<file path="config.mk">
export PLATFORM = sky130hd
export DESIGN_NAME = pin_edge_meter
export DESIGN_NICKNAME = d
export VERILOG_FILES = /design/src/rtl/pin_edge_meter.sv
export SDC_FILE = /design/constraint.sdc
export NUM_CORES = 1
export LEC_CHECK = 0
export ABC_CLOCK_PERIOD_IN_PS = 2140
export BUFFER_PORTS_ARGS = -buffer_cell sky130_fd_sc_hd__buf_4
export CORE_MARGIN = 5
export CORE_UTILIZATION = 40
export DETAILED_ROUTE_END_ITERATION = 8
export GPL_ROUTABILITY_DRIVEN = 0
export SYNTH_ARGS = -nofsm -noshare
export SYNTH_HDL_FRONTEND = slang
export SYNTH_SLANG_ARGS = --single-unit
</file>
<file path="constraint.sdc">
create_clock -name clk -period 2.14 [get_ports clk]
set_input_delay 0.428 -clock clk [delete_from_list [all_inputs] [get_ports clk]]
set_output_delay 0.428 -clock clk [all_outputs]
set_load 0.01 [all_outputs]
</file>
<file path="src/rtl/pin_edge_meter.sv">
// pin_edge_meter: synchronises one pin, counts its rising edges over a
// fixed gate window and offers the saturated count on a valid/ready port.
//
// Ports:
//   clk, rst_n    clock, asynchronous active-low reset
//   ena           tile enable; 0 freezes FSM and counters (not the synchroniser)
//   sig_in        asynchronous pin being measured
//   start         request a measurement (sampled only when idle)
//   busy          high while a measurement window is open
//   result        latched edge count, saturating at 2^CNT_W-1
//   overflow      count saturated during the last window
//   result_valid  result available; held until result_ready
//   result_ready  consumer accepts the result
module pin_edge_meter #(
    parameter int GATE_CYCLES = 1000,
    parameter int CNT_W       = 8
) (
    input  logic             clk,
    input  logic             rst_n,
    input  logic             ena,
    input  logic             sig_in,
    input  logic             start,
    output logic             busy,
    output logic [CNT_W-1:0] result,
    output logic             overflow,
    output logic             result_valid,
    input  logic             result_ready
);

    localparam int GW = (GATE_CYCLES > 1) ? $clog2(GATE_CYCLES) : 1;
    localparam logic [GW-1:0]    GATE_LAST = GW'(GATE_CYCLES - 1);
    localparam logic [CNT_W-1:0] CNT_MAX   = '1;

    typedef enum logic [1:0] {
        IDLE,
        MEASURE,
        HOLD
    } state_t;

    state_t state, state_nx;

    logic             sync1, sync2, prev;
    logic             rise;
    logic [CNT_W-1:0] edge_cnt, edge_nx;
    logic [GW-1:0]    gate_cnt, gate_nx;
    logic [CNT_W-1:0] result_nx;
    logic             ovf_nx;

    // Synchroniser and edge history run regardless of ena.
    always_ff @(posedge clk or negedge rst_n) begin
        if (!rst_n) begin
            sync1 <= 1'b0;
            sync2 <= 1'b0;
            prev  <= 1'b0;
        end else begin
            sync1 <= sig_in;
            sync2 <= sync1;
            prev  <= sync2;
        end
    end

    assign rise = sync2 & ~prev;

    always_comb begin
        state_nx  = state;
        edge_nx   = edge_cnt;
        gate_nx   = gate_cnt;
        result_nx = result;
        ovf_nx    = overflow;
        unique case (state)
            IDLE: begin
                if (start) begin
                    state_nx = MEASURE;
                    edge_nx  = '0;
                    gate_nx  = GATE_LAST;
                    ovf_nx   = 1'b0;
                end
            end
            MEASURE: begin
                if (rise) begin
                    if (edge_cnt == CNT_MAX) begin
                        ovf_nx = 1'b1;
                    end else begin
                        edge_nx = edge_cnt + 1'b1;
                    end
                end
                // Last sample of the window: latch the count including
                // this cycle's edge (edge_nx already saturates).
                if (gate_cnt == '0) begin
                    state_nx  = HOLD;
                    result_nx = edge_nx;
                end else begin
                    gate_nx = gate_cnt - 1'b1;
                end
            end
            HOLD: begin
                if (result_ready) begin
                    state_nx = IDLE;
                end
            end
            default: begin
                state_nx = IDLE;
            end
        endcase
    end

    always_ff @(posedge clk or negedge rst_n) begin
        if (!rst_n) begin
            state    <= IDLE;
            edge_cnt <= '0;
            gate_cnt <= '0;
            result   <= '0;
            overflow <= 1'b0;
        end else if (ena) begin
            state    <= state_nx;
            edge_cnt <= edge_nx;
            gate_cnt <= gate_nx;
            result   <= result_nx;
            overflow <= ovf_nx;
        end
    end

    assign busy         = (state == MEASURE);
    assign result_valid = (state == HOLD);

endmodule

</file>
# --- Yosys cells after proc, flatten, opt, wreduce, memory -nomap -nowiden ---
# Index checks and enable logic that the tools add are counted.
op_classes:
  muxes: 15
  eq_ne: 9
  n_addsub: 2
  bitwise_logic: 2
  n_reduce_logical: 8
op_table:
  columns: ["operator", "n"]
  rows:
  - ["$mux W8", 3]
  - ["$mux W10", 2]
  - ["$pmux W10 S2", 1]
  - ["$pmux W8 S2", 1]
  - ["$logic_not A10 Y1", 1]
  - ["$sub A10 B1 Y10 const B", 1]
  - ["$add A8 B1 Y8 const B", 1]
  - ["$eq A8 B8 Y1 const B", 1]
  - ["$ne A2 B1 Y1 const B", 4]
  - ["$reduce_and A4 Y1", 2]
  - ["$mux W2", 3]
  - ["$pmux W2 S3", 1]
  - ["$reduce_and A3 Y1", 2]
  - ["$reduce_and A5 Y1", 1]
  - ["$ne A2 B2 Y1 const B", 2]
  - ["$mux W1", 3]
  - ["$eq A2 B1 Y1 const B", 1]
  - ["$eq A2 B2 Y1 const B", 1]
  - ["$logic_not A2 Y1", 1]
  - ["$pmux W1 S2", 1]
  - ["$reduce_bool A2 Y1", 1]
  - ["$and A1 B1 Y1", 1]
  - ["$not A1 Y1", 1]
word_totals:
  elab_cells: 44
  out_inout_bits: 11
  in_bits: 6
  register_bits: 32

# --- Longest topological paths before layout ---
depth:
  word_depth: 4
  mapped_depth: 7
  ltp_nobuf: 6

# --- Worst setup path before layout ---
# OpenSTA, ideal clock, no wires.
synth_path:
  path_kind: "reg-to-reg"
  startpoint: "reg gate_cnt[0]"
  endpoint: "reg result[0]"
  arrival_time_ns: 2.050
  stages_incl_launch_ff: 8
  t_required_ns: 2.015
  n_path_buf: 1
  synth_period_minus_slack_ns: 2.175
  setup_ns: 0.125
  slack_ns: -0.035
  cell_sequence: "dfrtp_1 inv_1 ha_1 or4b_1 or3_4 nand2b_4 buf_6 mux2_4"
synth_via:
  elab_chain_len: 2
synth_lines:
  columns: ["item", "line", "rtl"]
  rows:
  - ["start, declared", "45", "logic [GW-1:0] gate_cnt, gate_nx;"]
  - ["start signal, assigned", "117", "gate_cnt <= gate_nx;"]
  - ["$logic_not A10 Y1", "89", "if (gate_cnt == '0) begin"]
  - ["$reduce_and A3 Y1 (no source line)", null, null]
  - ["end signal, assigned", "118", "result <= result_nx;"]
  - ["end, declared", "24", "output logic [CNT_W-1:0] result,"]
# Every way passes these cells.
# A chain may end at the register's enable or synchronous reset.

# --- Worst setup path in the final report ---
layout_path:
  startpoint: "reg gate_cnt[7]"
  endpoint: "reg result[3]"
# Same word-level chain as after synthesis.

==> impl_metrics.ini <==
[outcome]
outcome = complete, no violations

[logic_synthesis]
synth_ff_type = dfrtp_1
yosys.area.top_type = dfrtp_1
yosys_warnings = 0
synthDistinctLibCells = 42
yosysSeqAreaShare_pct = 45.85
synth_commonest_cells = 32 x dfrtp_1, 11 x a21oi_1, 11 x nand2_1
synth-edff-count = 0
synth_nets = 178
netlist_top_cells_area = dfrtp_1 46%, mux2_4 6.0%, mux2i_1 3.4%, a21oi_1 3.2%, nand2_1 2.4%
ys_ff_latch = 32
syn_avg_cell_area_um2 = 10.27
netlist_instances = 170
yosysMostFrequentCell = dfrtp_1
syn_area_um2 = 1747
synthArstFlopShare_pct = 100.0
synth_top_area_share_pct = 45.85

[route]
wirelength_um = 4151
firstDrtPassIters = 4
ant_nets = 0
routed-via-count = 1488
viasPerCell = 5.835
drcViolationCount = 0
wire_per_inst_um = 16.28
drtIter0Drc = 101

[sta]
tightest_slew_ns = 0.6039
period_needed_ns = 2.089
rsz0062_at_grt = yes
finalSetupViolCount = 0
relSlewSlack_pct = 59.37
slew_violations = 0
fin_crit_sh_pct = 97.61
fin_worst_skew_ns = 0.007732
fmax_mhz = 478.7
final_hold_viol_count = 0

[placed_design]
dp_hpwl_um = 2813
io_buffer_count = 16
placed_cell_area_um2 = 1981
dp_cells = 243

[floorplan]
dieArea_um2 = 5788
pin_count = 17
die_height_um = 76.08
die_x_um = 76.08
core_um2 = 4294
initial_core_util_pct = 40.68
rows = 24

[global_routing]
overflow = 0
antenna_found_initial = 0
grt_pass1_vias = 1507
grt_use_total_pct = 14.70
grt_first_pass_wirelength_um = 6989
grt_max_degree = 33

[clock_network]
cts_hold_buffers = 0
cts.sinks = 32
htree_levels = 2
clk_latency_ns = 0.29
path_clk_slew_ns = 0.07
cts_tree = built
clk_path_buf_depth = 2
clock-root-buffer = clkbuf_8
cts_buffers = 5

[layout]
design_area_um2 = 2150
final_cells = 255
diodes = 0
syn2layout_area_growth_pct = 23.07
drive_above_1_share_pct = 27.59
final_nets = 210

[power]
p_leak_uw = 0.001007
design_power_total_uw = 1519
pwr_density_cell_nw_per_um2 = 706.8
peakVddDrop_uv = 412.5

[flow_run]
maxCapViolCount = 0

[setup_path]
crit_fanout = 7
worstPathArrival_ns = 2.27
timing_worst_setup_path_type = reg2reg
end_kind = flip-flop
critPathRequiredTime_ns = 2.32
r2r_cells = 4
critPathLaunchType = flip-flop

[hold_path]
min_path_type = in2async
[worst max-delay path, cell delays in order, from the launching register on]
cell      delay (ns)
dfrtp_1         0.44
or4_4           0.61
or3_4           0.41
nand2b_4        0.20
mux2_4          0.32
[sequential cells by signal, indices dropped and copies added (netlist names)]
register and count:
gate_cnt 10, edge_cnt 8, result 8, state 2
overflow 1, prev 1, sync1 1, sync2 1
[timing repair]
item,in CTS,in global routing
pin swaps,0,1
endpoints found under the setup margin,7,12
buffers inserted,2,1
gates resized for setup,0,5
hold endpoints to repair,0,0
gates cloned,0,1
[area by class of cell]
class	count	area, um2
Multi-Input combinational cell	123	913.4
Timing Repair Buffer	30	225.2
Fill cell	413	2145
Sequential cell	32	800.8
Tap cell	52	65.06
Clock inverter	2	35.03
Clock buffer	6	72.57
Inverter	10	37.54
[per-stage QoR]
stage / utilization, % / hold slack, ns / TNS [ns] / setup slack, ns
2_1_floorplan: - / 0.1324 / -0.08052 / -0.01150
6_report: 50.06 / 0.06485 / 0 / 0.05107
3_3_place_gp: 46.12 / 0.3364 / 0 / 0.05142
3_5_place_dp: 46.12 / 0.3396 / 0 / 0.003465
4_1_cts: 48.98 / 0.07864 / 0 / 0.005551
5_1_grt: 50.06 / 0.1028 / -0.01749 / -0.008294
[path summary, 6_finish.rpt]
path / startpoint / end / slack [ns]
max: gate_cnt[7] / result[3] / 0.05
min: rst_n / result[3] / 0.06
max reg2reg: gate_cnt[7] / result[3] / 0.05
min reg2reg: sync1 / sync2 / 0.35
max in group asynchronous: rst_n / gate_cnt[4] / 1.78
min in group clk: sig_in / sync1 / 0.25
[cell families after synthesis]
group | count (synthesis) | synth area share [%]
multiplexers | 13 | 9.456
buffers and inverters | 16 | 4.298
AO/OA/AOI/OAI | 37 | 13.25
AND/OR/NAND/NOR | 67 | 24.21
flip-flops | 32 | 45.85
adder cells (fa/ha/maj) | 2 | 1.432
XOR/XNOR | 3 | 1.505
[layout by cell type (no fill, tap or decap), types with 3 or more instances in the layout]
| cell type | instances |
|---|---|
| a31oi_1 | 4 |
| o21ai_0 | 6 |
| xnor2_1 | 3 |
| o22ai_1 | 3 |
| a21oi_1 | 11 |
| clkbuf_8 | 5 |
| nor2_1 | 6 |
| dfrtp_1 | 32 |
| or3_1 | 4 |
| mux2i_1 | 6 |
| inv_1 | 9 |
| and3_1 | 3 |
| nand3_1 | 8 |
| nand2_1 | 11 |
| and4_1 | 3 |
| or4b_1 | 3 |
| nand4_1 | 3 |
| mux2_4 | 7 |
| buf_4 | 30 |
| nor2b_1 | 4 |
[routing by layer]
layer	up-vias	GRT usage, %	part of all wire, %
met4	0	6.469	1.9
met1	730	17.83	42
li1	699	-	-
met2	47	24.32	50
met5	-	0	0
met3	12	3.901	6.2
[power by group]
part | internal, uW | total [uW] | switching (uW) | leakage, uW
Combinational | 102 | 243 | 141 | 0.000560
Sequential | 651 | 698 | 46.6 | 0.000392
Clock | 345 | 579 | 233 | 0.0000552
Total | 1100 | 1520 | 421 | 0.00101
(Power assumes the default switching activity.)
